--- src/rtl/bpu_history_scheduler.sv ---
// gshare history sequencer: speculative/committed GHR, in-order checkpoint
// queue of in-flight predictions, PHT training and mispredict/flush recovery.
module bpu_history_scheduler #(
  parameter int GHR_LENGTH  = 8,
  parameter int QUEUE_DEPTH = 4,
  parameter int PC_WIDTH    = 32
) (
  input  logic                             clk,
  input  logic                             rst,
  input  logic                             pred_valid_i,
  output logic                             pred_ready_o,
  input  logic [PC_WIDTH-1:0]              pred_pc_i,
  input  logic                             pred_taken_i,
  output logic [GHR_LENGTH-1:0]            ghr_o,
  input  logic                             res_valid_i,
  output logic                             res_ready_o,
  input  logic                             res_taken_i,
  output logic                             upd_valid_o,
  output logic [PC_WIDTH-1:0]              upd_pc_o,
  output logic [GHR_LENGTH-1:0]            upd_ghr_o,
  output logic                             upd_taken_o,
  output logic                             mispredict_o,
  input  logic                             flush_i,
  output logic [$clog2(QUEUE_DEPTH):0]     occupancy_o
);

  localparam int PW = $clog2(QUEUE_DEPTH);
  localparam int CW = PW + 1;

  typedef enum logic {
    NORMAL,
    RECOVER
  } state_e;

  state_e state_q, state_d;

  logic [PC_WIDTH-1:0]   pc_q  [QUEUE_DEPTH];
  logic [GHR_LENGTH-1:0] ghr_q [QUEUE_DEPTH];
  logic                  tk_q  [QUEUE_DEPTH];

  logic [PW-1:0] head_q, head_d;
  logic [PW-1:0] tail_q, tail_d;
  logic [CW-1:0] cnt_q, cnt_d;

  logic [GHR_LENGTH-1:0] spec_q, spec_d;
  logic [GHR_LENGTH-1:0] arch_q, arch_d;

  logic                  upd_valid_q;
  logic [PC_WIDTH-1:0]   upd_pc_q;
  logic [GHR_LENGTH-1:0] upd_ghr_q;
  logic                  upd_taken_q;
  logic                  misp_q;

  logic                  full;
  logic                  empty;
  logic                  pred_acc;
  logic                  res_acc;
  logic                  misp;
  logic                  push;
  logic [PC_WIDTH-1:0]   head_pc;
  logic [GHR_LENGTH-1:0] head_ghr;
  logic                  head_tk;

  assign full     = (cnt_q == CW'(QUEUE_DEPTH));
  assign empty    = (cnt_q == '0);
  assign head_pc  = pc_q[head_q];
  assign head_ghr = ghr_q[head_q];
  assign head_tk  = tk_q[head_q];

  // Ready is purely registered: a pop in the same cycle never frees a slot.
  assign pred_ready_o = (state_q == NORMAL) && !full;
  assign res_ready_o  = !empty;

  assign pred_acc = pred_valid_i & pred_ready_o;
  assign res_acc  = res_valid_i & res_ready_o;
  assign misp     = res_acc & (res_taken_i != head_tk);

  assign ghr_o        = spec_q;
  assign occupancy_o  = cnt_q;
  assign upd_valid_o  = upd_valid_q;
  assign upd_pc_o     = upd_pc_q;
  assign upd_ghr_o    = upd_ghr_q;
  assign upd_taken_o  = upd_taken_q;
  assign mispredict_o = misp_q;

  always_comb begin
    state_d = NORMAL;
    spec_d  = spec_q;
    arch_d  = arch_q;
    head_d  = head_q;
    tail_d  = tail_q;
    cnt_d   = cnt_q;
    push    = 1'b0;

    if (res_acc) begin
      arch_d = {arch_q[GHR_LENGTH-2:0], res_taken_i};
      head_d = head_q + PW'(1);
      cnt_d  = cnt_q - CW'(1);
    end

    // Flush restores from committed history including this cycle's resolve.
    if (flush_i) begin
      state_d = RECOVER;
      spec_d  = arch_d;
      head_d  = '0;
      tail_d  = '0;
      cnt_d   = '0;
    end else if (misp) begin
      state_d = RECOVER;
      spec_d  = {head_ghr[GHR_LENGTH-2:0], res_taken_i};
      head_d  = '0;
      tail_d  = '0;
      cnt_d   = '0;
    end else if (pred_acc) begin
      push   = 1'b1;
      tail_d = tail_q + PW'(1);
      cnt_d  = cnt_d + CW'(1);
      spec_d = {spec_q[GHR_LENGTH-2:0], pred_taken_i};
    end
  end

  always_ff @(posedge clk or negedge rst) begin
    if (!rst) begin
      state_q <= NORMAL;
      head_q  <= '0;
      tail_q  <= '0;
      cnt_q   <= '0;
      spec_q  <= '0;
      arch_q  <= '0;
    end else begin
      state_q <= state_d;
      head_q  <= head_d;
      tail_q  <= tail_d;
      cnt_q   <= cnt_d;
      spec_q  <= spec_d;
      arch_q  <= arch_d;
    end
  end

  always_ff @(posedge clk) begin
    if (push) begin
      pc_q[tail_q]  <= pred_pc_i;
      ghr_q[tail_q] <= spec_q;
      tk_q[tail_q]  <= pred_taken_i;
    end
  end

  always_ff @(posedge clk or negedge rst) begin
    if (!rst) begin
      upd_valid_q <= 1'b0;
      upd_pc_q    <= '0;
      upd_ghr_q   <= '0;
      upd_taken_q <= 1'b0;
      misp_q      <= 1'b0;
    end else begin
      upd_valid_q <= res_acc;
      misp_q      <= misp;
      if (res_acc) begin
        upd_pc_q    <= head_pc;
        upd_ghr_q   <= head_ghr;
        upd_taken_q <= res_taken_i;
      end
    end
  end

endmodule

--- config.mk ---
export PLATFORM = sky130hd
export DESIGN_NAME = bpu_history_scheduler
export DESIGN_NICKNAME = d
export VERILOG_FILES = /design/src/rtl/bpu_history_scheduler.sv
export SDC_FILE = /design/constraint.sdc
export NUM_CORES = 1
export LEC_CHECK = 0
export BUFFER_PORTS_ARGS = -buffer_cell sky130_fd_sc_hd__buf_4
export CELL_PAD_IN_SITES_DETAIL_PLACEMENT = 0
export CELL_PAD_IN_SITES_GLOBAL_PLACEMENT = 2
export CORE_MARGIN = 1.5
export CORE_UTILIZATION = 30
export CTS_BUF_LIST = sky130_fd_sc_hd__clkbuf_16
export DETAILED_ROUTE_END_ITERATION = 7
export PLACE_DENSITY = 0.57
export REMOVE_ABC_BUFFERS = 1
export SETUP_SLACK_MARGIN = 0.02
export SYNTH_ARGS = -nofsm -noshare
export SYNTH_HDL_FRONTEND = slang
export SYNTH_SLANG_ARGS = --single-unit
--- constraint.sdc ---
create_clock -name clk -period 8.5 [get_ports clk]
set_clock_uncertainty 0.2 [all_clocks]
set_input_delay 0.85 -clock clk [delete_from_list [all_inputs] [get_ports clk]]
set_output_delay 0.85 -clock clk [all_outputs]
set_load 0.03 [all_outputs]
==> After elaboration in Yosys (flattened, before gate mapping) <==
Memory sizes are Yosys's and may differ from the RTL's. A register that Yosys moved wholly into a read port is not among the register bits.
Cells that the tools add are included.
{ "totals": {"register_bits": 35, "mem_bits_rw": 164, "input_bits": 39, "out_inout_bits": 56, "elab_cells": 51, "mem_count": 3} }
{ "mem_list": {"columns": ["name", "words", "word_bits", "rd", "rd_ports_with_merged_regs", "wr", "line_no", "source"], "rows": [
  ["pc_q", 4, 32, 1, 1, 1, "37", "logic [PC_WIDTH-1:0] pc_q [QUEUE_DEPTH];"],
  ["ghr_q", 4, 8, 1, 0, 1, "38", "logic [GHR_LENGTH-1:0] ghr_q [QUEUE_DEPTH];"],
  ["tk_q", 4, 1, 1, 0, 1, "39", "logic tk_q [QUEUE_DEPTH];"]
]} }
{ "op_classes": {"addsub": 4, "eq_ne": 2, "mux": 21, "bitwise": 4, "reduce_logical": 7} }
{ "op_table": {"columns": ["op", "n"], "rows": [
  ["$mux W8", 4],
  ["$mux W2", 6],
  ["$mux W3", 4],
  ["$mux W1", 7],
  ["$reduce_bool A3 Y1", 2],
  ["$add A2 B1 Y2 const B", 2],
  ["$add A3 B1 Y3 const B", 1],
  ["$and A1 B1 Y1", 3],
  ["$eq A3 B3 Y1 const B", 1],
  ["$logic_not A1 Y1", 3],
  ["$logic_not A3 Y1", 1],
  ["$sub A3 B1 Y3 const B", 1],
  ["$logic_and A1 B1 Y1", 1],
  ["$ne A1 B1 Y1", 1],
  ["$not A1 Y1", 1]
]} }

==> Logic depth before layout (Yosys ltp) <==
Gate-level depths: netlist of the first run.
{ "logic_depth": {"depth_word": 9, "depth_mapped": 12, "ltp_nobuf": 11} }

==> Worst setup path after synthesis of the first run <==
No wires, ideal clock.
{ "synth_path": {"kind": "register to register", "startpoint": "register cnt_q[0], in the netlist occupancy_o[0]", "endpoint": "memory ghr_q[0][0] (enable)", "setup_ps": 556, "t_arrival_ps": 6202, "path_slack_ps": 1542, "stages_incl_launch_ff": 9, "path_buffers": 1, "path_cell_list": "dfrtp_1 -> inv_1 -> ha_1 -> and2b_1 -> clkinv_1 -> nand2_2 -> nor3_2 -> buf_2 -> nor4b_1"} }
{ "synth_via": {"word_cells_on_any_way": 13} }
{ "synth_rtl": {"columns": ["element", "line_no", "source"], "rows": [
  ["from (decl)", "43", "logic [CW-1:0] cnt_q, cnt_d;"],
  ["from (signal assigned)", "134", "cnt_q <= cnt_d;"],
  ["$logic_not A3 Y1", "65", "assign empty = (cnt_q == '0);"],
  ["$logic_not A1 Y1", "72", "assign res_ready_o = !empty;"],
  ["via res_ready_o", "16", "output logic res_ready_o,"],
  ["$and A1 B1 Y1", "75", "assign res_acc = res_valid_i & res_ready_o;"],
  ["$and A1 B1 Y1", "76", "assign misp = res_acc & (res_taken_i != head_tk);"],
  ["via misp", "58", "logic misp;"],
  ["$mux W1", "108", "end else if (misp) begin"],
  ["$mux W1", "102", "if (flush_i) begin"],
  ["$mux W1", "141", "if (push) begin"],
  ["$mux W1 (implied by the code)", "143", "ghr_q[tail_q] <= spec_q;"],
  ["to (decl)", "38", null]
]} }
The timed path passes the listed nets, and every way through them passes these cells.

==> Final worst setup path of the first run <==
{ "layout_path": {"startpoint": "register cnt_q[0], in the netlist occupancy_o[0]", "endpoint": "memory pc_q[0][26] (enable)"} }
{ "layout_via": {"elab_chain_len": 9, "word_cells_on_any_way": 13} }
{ "layout_rtl": {"columns": ["element", "line_no", "source"], "rows": [
  ["$eq A3 B3 Y1", "64", "assign full = (cnt_q == CW'(QUEUE_DEPTH));"],
  ["$logic_not A1 Y1", "71", "assign pred_ready_o = (state_q == NORMAL) && !full;"],
  ["$logic_and A1 B1 Y1", "71", null],
  ["$and A1 B1 Y1", "74", "assign pred_acc = pred_valid_i & pred_ready_o;"],
  ["$mux W1", "114", "end else if (pred_acc) begin"],
  ["$mux W1 (*)", "108", null],
  ["$mux W1 (*)", "102", null],
  ["$mux W1 (*)", "141", null],
  ["$mux W1 (implied by the code) (*)", "142", "pc_q[tail_q] <= pred_pc_i;"],
  ["to (decl)", "37", null]
]} }
Every way passes the cells marked *; elsewhere a longest branch is shown, timed or not.

==> results.py, run 1 <==
metrics = {
    "drt": {
        "wl_per_cell_microns": 19.1,
        "vias": 4995,
        "drc_errors": 0,
        "ant_nets": 0,
        "firstDrtPassIters": 4,
        "wl_mm": 20.3,
        "drt_iter0_drc": 258,
        "vias_per_cell": 4.70,
    },
    "setup_path": {
        "worstPathArrival_ps": 3900,
        "reg2reg_depth": 10,
        "critPathKind": "reg -> reg",
        "timing.rr.end": "pc_q[0][26]",
        "crit_chain": "inv_1 -> ha_1 -> and2b_1 -> clkinv_1 -> nand2_2 -> buf_4 -> nor3_2 -> buf_4 -> nor4b_2 -> buf_4",
        "slowest_stage": "buf_4",
        "max_stage_delay_ps": 580,
        "path_max_fanout": 41,
        "critPathRequiredTime_ps": 8440,
        "r2r_slack_ps": 4550,
        "cp-end-kind": "register",
        "regToRegStartpoint": "occupancy_o[0]",
        "cp-start-kind": "register",
        "crit_top_cell": "buf_4",
    },
    "timing": {
        "max_slew_margin_pct": 37.3,
        "fmax_ghz": 0.253,
        "grt_setup_unrepaired": "false",
        "worst_pin_slew_ps": 940,
        "period_needed_ps": 3950,
        "slew_viol_final": 0,
        "setup_viol": 0,
        "fin_setup_tns_ps": 0,
        "hold_viol": 0,
        "fin_crit_sh_pct": 46.5,
        "worst_slack_ps": 4550,
    },
    "die": {
        "fp.dieH_microns": 176,
        "dieArea_sq_mm": 0.0310,
        "rows": 63,
        "fp.coreArea_sq_mm": 0.0296,
        "pin_count": 95,
        "chipWidth_microns": 176,
        "start_util_pct": 30.4,
    },
    "clock_tree": {
        "post_cts_resized": 0,
        "cts-buffers-inserted": 26,
        "cts-root-buf": "clkbuf_16",
        "clock_latency_ps": 520,
        "clk_pin_slew_ps": 60,
        "post-cts-setup-buffers": 0,
        "cts.sinks": 231,
        "clockBufferDepth": 3,
        "cts_tree": "built",
        "cts_hold_buf": 0,
        "cts.htree.levels": 1,
    },
    "synthesis": {
        "synthMuxAreaShare_pct": 11.9,
        "synth_top_family_by_area": "multiplexers",
        "synth_simple_gate_area_share_pct": 8.73,
        "ys_ff_latch": 231,
        "syn_area_sq_mm": 0.00899,
        "yosys.area.top_type": "edfxtp_1",
        "synth_cells": 547,
        "synth_compound_area_share_pct": 2.59,
        "yosysMostFrequentCell": "edfxtp_1",
        "synth_common_cells": "edfxtp_1, nand2_1, dfrtp_1, mux4_2, nand3_1",
        "synth.area.top_cells": "edfxtp_1, dfrtp_1, mux4_2",
        "ys_seq_area_share_pct": 73.5,
        "synth_top_flop_cell": "edfxtp_1",
        "ys_types": 43,
        "ys_async_sr_fraction_pct": 29.0,
        "synth_fa_ha_area_share_pct": 0.975,
        "ys_warn_count": 0,
        "yosysTopAreaCellShare_pct": 54.8,
        "synth_edf_count": 164,
        "avgSynthCellArea_sq_um": 16.4,
        "synth-xor-area-share_pct": 0.543,
    },
    "global_routing": {
        "grt_pass1_vias": 5384,
        "antenna_found_initial": 0,
        "grt_pass1_wl_mm": 32.0,
        "grt.overflow.total": 0,
        "grt_usage_pct": 13.4,
        "grt_max_degree": 68,
    },
    "placement": {
        "io_buffers": 94,
        "place_ws_ps": 4450,
        "hpwl_mm": 12.4,
        "globalplace.congestion": 0.732,
    },
    "finish": {
        "fin_nets": 699,
        "drive_above_1_share_pct": 29.9,
        "antennaDiodeCount": 0,
        "area_delta_synth_final_pct": 22.2,
    },
    "power": {
        "peakVddDrop_mv": 0.137,
        "power_leakage_nw": 4.17,
        "power_density_mw_per_mm2": 325,
    },
    "status": {
        "status": "complete, no violations",
    },
    "worst_hold_path": {
        "hp-class": "in -> async",
    },
    "flow_run": {
        "cap_violations": 0,
    },
}
-- sequential cells by signal, indices dropped and copies added (netlist names) --
register / cells
arch_q: 8
ghr_o: 8
ghr_q: 32
head_q: 2
mispredict_o: 1
occupancy_o: 3
pc_q: 128
state_q: 1
tail_q: 2
tk_q: 4
upd_ghr_o: 8
upd_pc_o: 32
upd_taken_o: 1
upd_valid_o: 1
-- area by class of cell --
class	instances	area, sq um
fillers	2837	18600
flip-flops and latches	231	6610
multi-input cells	279	2250
repair buffers	105	788
clock buffers	27	676
well taps	390	488
clock inverters	21	141
inverters	10	37.5
-- critical path: cells and delay by family (launching register included) --
kind	cells	cell delay (ps)
fa+ha+maj	1	200
simple gates	4	1100
buf+inv	5	1630
flops	1	400
-- cells by family (layout without fill, tap and decap cells) --
group,count (synthesis),in the layout
adders and majority gates,7,7
buffers and inverters,37,163
AOI/OAI and AO/OA,31,31
DFF,231,231
xor gates and xnor gates,4,4
muxes,54,54
and+or+nand+nor,183,183
-- worst max-delay path by stage --
stage,from,end,cells after the start
finish,occupancy_o[0],pc_q[0][26],10
global route,occupancy_o[0],pc_q[0][2],10
CTS,occupancy_o[0],pc_q[0][1],10
detailed placement,occupancy_o[0],pc_q[0][8],10
global placement,occupancy_o[0],pc_q[0][10],10
floorplan,head_q[0],ghr_q[0][0],4
-- metal layers --
layer / wire (microns) / share of wire (%) / track usage [%] / vias up
met5: 0 / 0 / 0 / -
met4: 370 / 1.8 / 3.49 / 0
li1: - / - / - / 2271
met2: 9840 / 48 / 22.6 / 121
met1: 9160 / 45 / 18.1 / 2574
met3: 947 / 4.7 / 2.24 / 29
-- power breakdown --
group          total, mW  switching [mW]  internal [mW]  leakage (nW)
clock               1.07           0.437          0.630         0.423
sequential          1.54           0.143           1.40          2.32
combinational      0.966           0.601          0.366          1.42
-- per-stage QoR --
| stage | cell area, sq um | power [mW] | hold WS (ps) | util, % | cells |
|---|---|---|---|---|---|
| after floorplan | 8860 | 2.14 | 272 | - | 520 |
| after global routing | 11000 | 3.77 | 303 | 37.2 | 1063 |
| after detailed placement | 10200 | 2.56 | 264 | 34.4 | 1015 |
| final | 11000 | 3.57 | 272 | 37.2 | 1063 |
| after CTS | 11000 | 3.64 | 281 | 37.2 | 1063 |
| after global placement | 10200 | 2.55 | 266 | 34.4 | 1015 |
-- layout by cell type, fill, tap and decap left out, drive strengths merged, types with 2 or more instances in the layout --
cell type	count
nor3	5
a32o	3
nand2	130
clkinvlp	2
nor2	9
nand4	5
a211oi	2
mux2i	6
buf	105
o21ai	9
dfrtp	67
or4	2
mux4	41
nor4b	4
o311ai	3
nor2b	2
clkbuf	27
inv	17
o221a	5
nand3	22
bufinv	2
xnor2	3
edfxtp	164
clkinv	10
ha	7
mux2	7
a21oi	3
(Power assumes the default switching activity.)
==> run 2: changes to the inputs <==
==> constraint.sdc (replaced) <==
create_clock -name clk -period 4.05 [get_ports clk]
set_clock_uncertainty 0.2 [all_clocks]
set_input_delay 0.405 -clock clk [delete_from_list [all_inputs] [get_ports clk]]
set_output_delay 0.405 -clock clk [all_outputs]
set_load 0.03 [all_outputs]
==> run 2 against run 1 <==
Compared with the run above: sequential power rose by 110%; sequential share of layout area fell by 2.3 points; register-to-register slack got worse by 3600 ps; sequential cell count did not move; core utilization rose by 1.5 points; largest power group unchanged; clock power rose by 130%; first-iteration DRC count rose by 61%; largest cell class unchanged.
==> results.py, run 2 (synthesized netlist as in run 1, its figures left out) <==
metrics = {
    "timing": {
        "period_needed_ps": 3110,
        "max_slew_margin_pct": 35.7,
        "grt_setup_unrepaired": "false",
        "fmax_ghz": 0.322,
        "hold_viol": 0,
        "slew_viol_final": 0,
        "worst_pin_slew_ps": 965,
        "setup_viol": 0,
        "fin_crit_sh_pct": 76.7,
    },
    "placement": {
        "globalplace.congestion": 0.695,
        "io_buffers": 94,
        "hpwl_mm": 12.4,
    },
    "finish": {
        "fin_nets": 736,
        "seq_area_sq_mm": 0.00661,
        "final_util_pct": 38.7,
        "antennaDiodeCount": 0,
        "layout_commonest_cell": "edfxtp_1",
        "num-fill-cells": 2760,
        "drive_above_1_share_pct": 29.5,
        "largest_reg_flops": 128,
        "multiInputGateArea_sq_mm": 0.00225,
        "layout_common_cells": "edfxtp_1, nand2_1, buf_4",
        "regMostFlops": "pc_q",
        "area_delta_synth_final_pct": 27.2,
    },
    "die": {
        "fp.coreArea_sq_mm": 0.0296,
        "fp.dieH_microns": 176,
        "pin_count": 95,
        "start_util_pct": 30.4,
        "dieArea_sq_mm": 0.0310,
        "chipWidth_microns": 176,
        "rows": 63,
    },
    "clock_tree": {
        "post_cts_resized": 0,
        "clockBufferDepth": 3,
        "cts_tree": "built",
        "cts-root-buf": "clkbuf_16",
        "clk_pin_slew_ps": 60,
        "cts.htree.levels": 1,
        "clock_latency_ps": 530,
        "cts-buffers-inserted": 27,
        "cts.sinks": 231,
    },
    "power": {
        "power_density_mw_per_mm2": 676,
        "swShare_pct": 32.7,
        "peakVddDrop_mv": 0.323,
        "p_clk_share_pct": 31.3,
        "intPower_mw": 5.20,
        "p_seq_share_pct": 41.7,
        "power_mw": 7.73,
        "power_switching_mw": 2.53,
        "power_leakage_nw": 4.35,
        "pwr-share-comb_pct": 27.0,
    },
    "setup_path": {
        "reg2reg_depth": 7,
        "timing.rr.end": "ghr_q[0][5]",
        "cp-endpoint": "ghr_q[0][5]",
        "critPathKind": "reg -> reg",
        "path_max_fanout": 41,
        "worstPathArrival_ps": 3060,
        "critPathRequiredTime_ps": 4010,
        "r2r_slack_ps": 940,
        "cp-start-kind": "register",
        "worstSetupStartpoint": "occupancy_o[0]",
        "cp-end-kind": "register",
        "regToRegStartpoint": "occupancy_o[0]",
    },
    "global_routing": {
        "grt_max_degree": 68,
        "grt_pass1_vias": 5448,
        "grt_pass1_wl_mm": 31.7,
        "grt.overflow.total": 0,
        "antenna_found_initial": 0,
        "grt_usage_pct": 13.4,
    },
    "drt": {
        "firstDrtPassIters": 4,
        "wl_mm": 20.5,
        "vias_per_cell": 4.66,
        "drc_errors": 0,
        "wl_per_cell_microns": 18.6,
        "drt_iter0_drc": 415,
        "ant_nets": 0,
        "vias": 5132,
    },
    "worst_hold_path": {
        "hp-class": "in -> reg",
    },
    "flow_run": {
        "cap_violations": 0,
    },
    "status": {
        "status": "complete, no violations",
    },
}
run 2: cell types whose count changed in the layout (fill, tap and decap cells not counted):
cell,before,now
bufinv_16,2,4
inv_1,16,11
clkinv_2,2,10
dlygate4sd3_1,0,37
inv_16,0,1
clkinv_1,8,5
buf_4,105,104
clkinvlp_4,2,1
run 2: worst max-delay path: stages (launching register included):
cell and delay, ps:
dfrtp_1 370, inv_1 100, ha_1 240, a21o_1 220
inv_1 320, nand2_1 370, nor4b_2 320, buf_4 580
run 2: cell type report:
cell class / count / area share [%]
multi-input combinational: 279 / 19.7
tap: 390 / 4.27
timing repair buffer: 141 / 10.1
sequential: 231 / 57.8
inverter: 10 / 0.328
clock buffer: 27 / 5.91
clock inverter: 23 / 1.96
run 2: how the worst min path moves through the flow:
| stage | slack (ps) | cells past startpoint | end | startpoint |
|---|---|---|---|---|
| 6_report | 60 | 2 | head_q[0] | flush_i |
| 5_1_grt | 70 | 2 | head_q[0] | flush_i |
| 2_1_floorplan | -90 | 0 | arch_q[0] | rst |
| 3_5_place_dp | 260 | 2 | upd_pc_o[12] | upd_pc_o[12] |
| 4_1_cts | 40 | 2 | head_q[0] | flush_i |
| 3_3_place_gp | 260 | 2 | upd_pc_o[3] | upd_pc_o[3] |
run 2: per-layer routing:
metal / GRT usage (%) / routed length (microns) / vias up
met5: 0 / 0 / -
met3: 2.37 / 932 / 32
met1: 18.2 / 9380 / 2620
met4: 3.28 / 386 / 0
li1: - / - / 2343
met2: 22.4 / 9830 / 137
run 2: what timing repair did:
item                                    4_1_cts  5_1_grt
endpoints found under the setup margin        0        0
buffers inserted                              0        0
hold endpoints to repair                    203        0
hold buffers                                 37        0
run 2: metrics by stage:
step | TNS, ps | hold slack, ps | worst slack [ps] | cells | area, sq um
after detailed placement | 0 | 264 | 939 | 1014 | 10200
final | 0 | 58.5 | 943 | 1101 | 11400
after CTS | 0 | 38.1 | 927 | 1101 | 11400
after global placement | 0 | 263 | 1060 | 1014 | 10200
after global routing | 0 | 70.8 | 684 | 1101 | 11400
after floorplan | -565160 | -90.6 | -3450 | 520 | 8860
run 2: power groups by stage:
stage	clock (mW)	sequential (mW)	combinational [mW]
floorplan	0	3.69	0.805
global placement	0	3.27	2.09
detailed placement	0	3.28	2.10
CTS	2.50	3.24	2.13
global route	2.58	3.28	2.28
finish	2.42	3.22	2.09
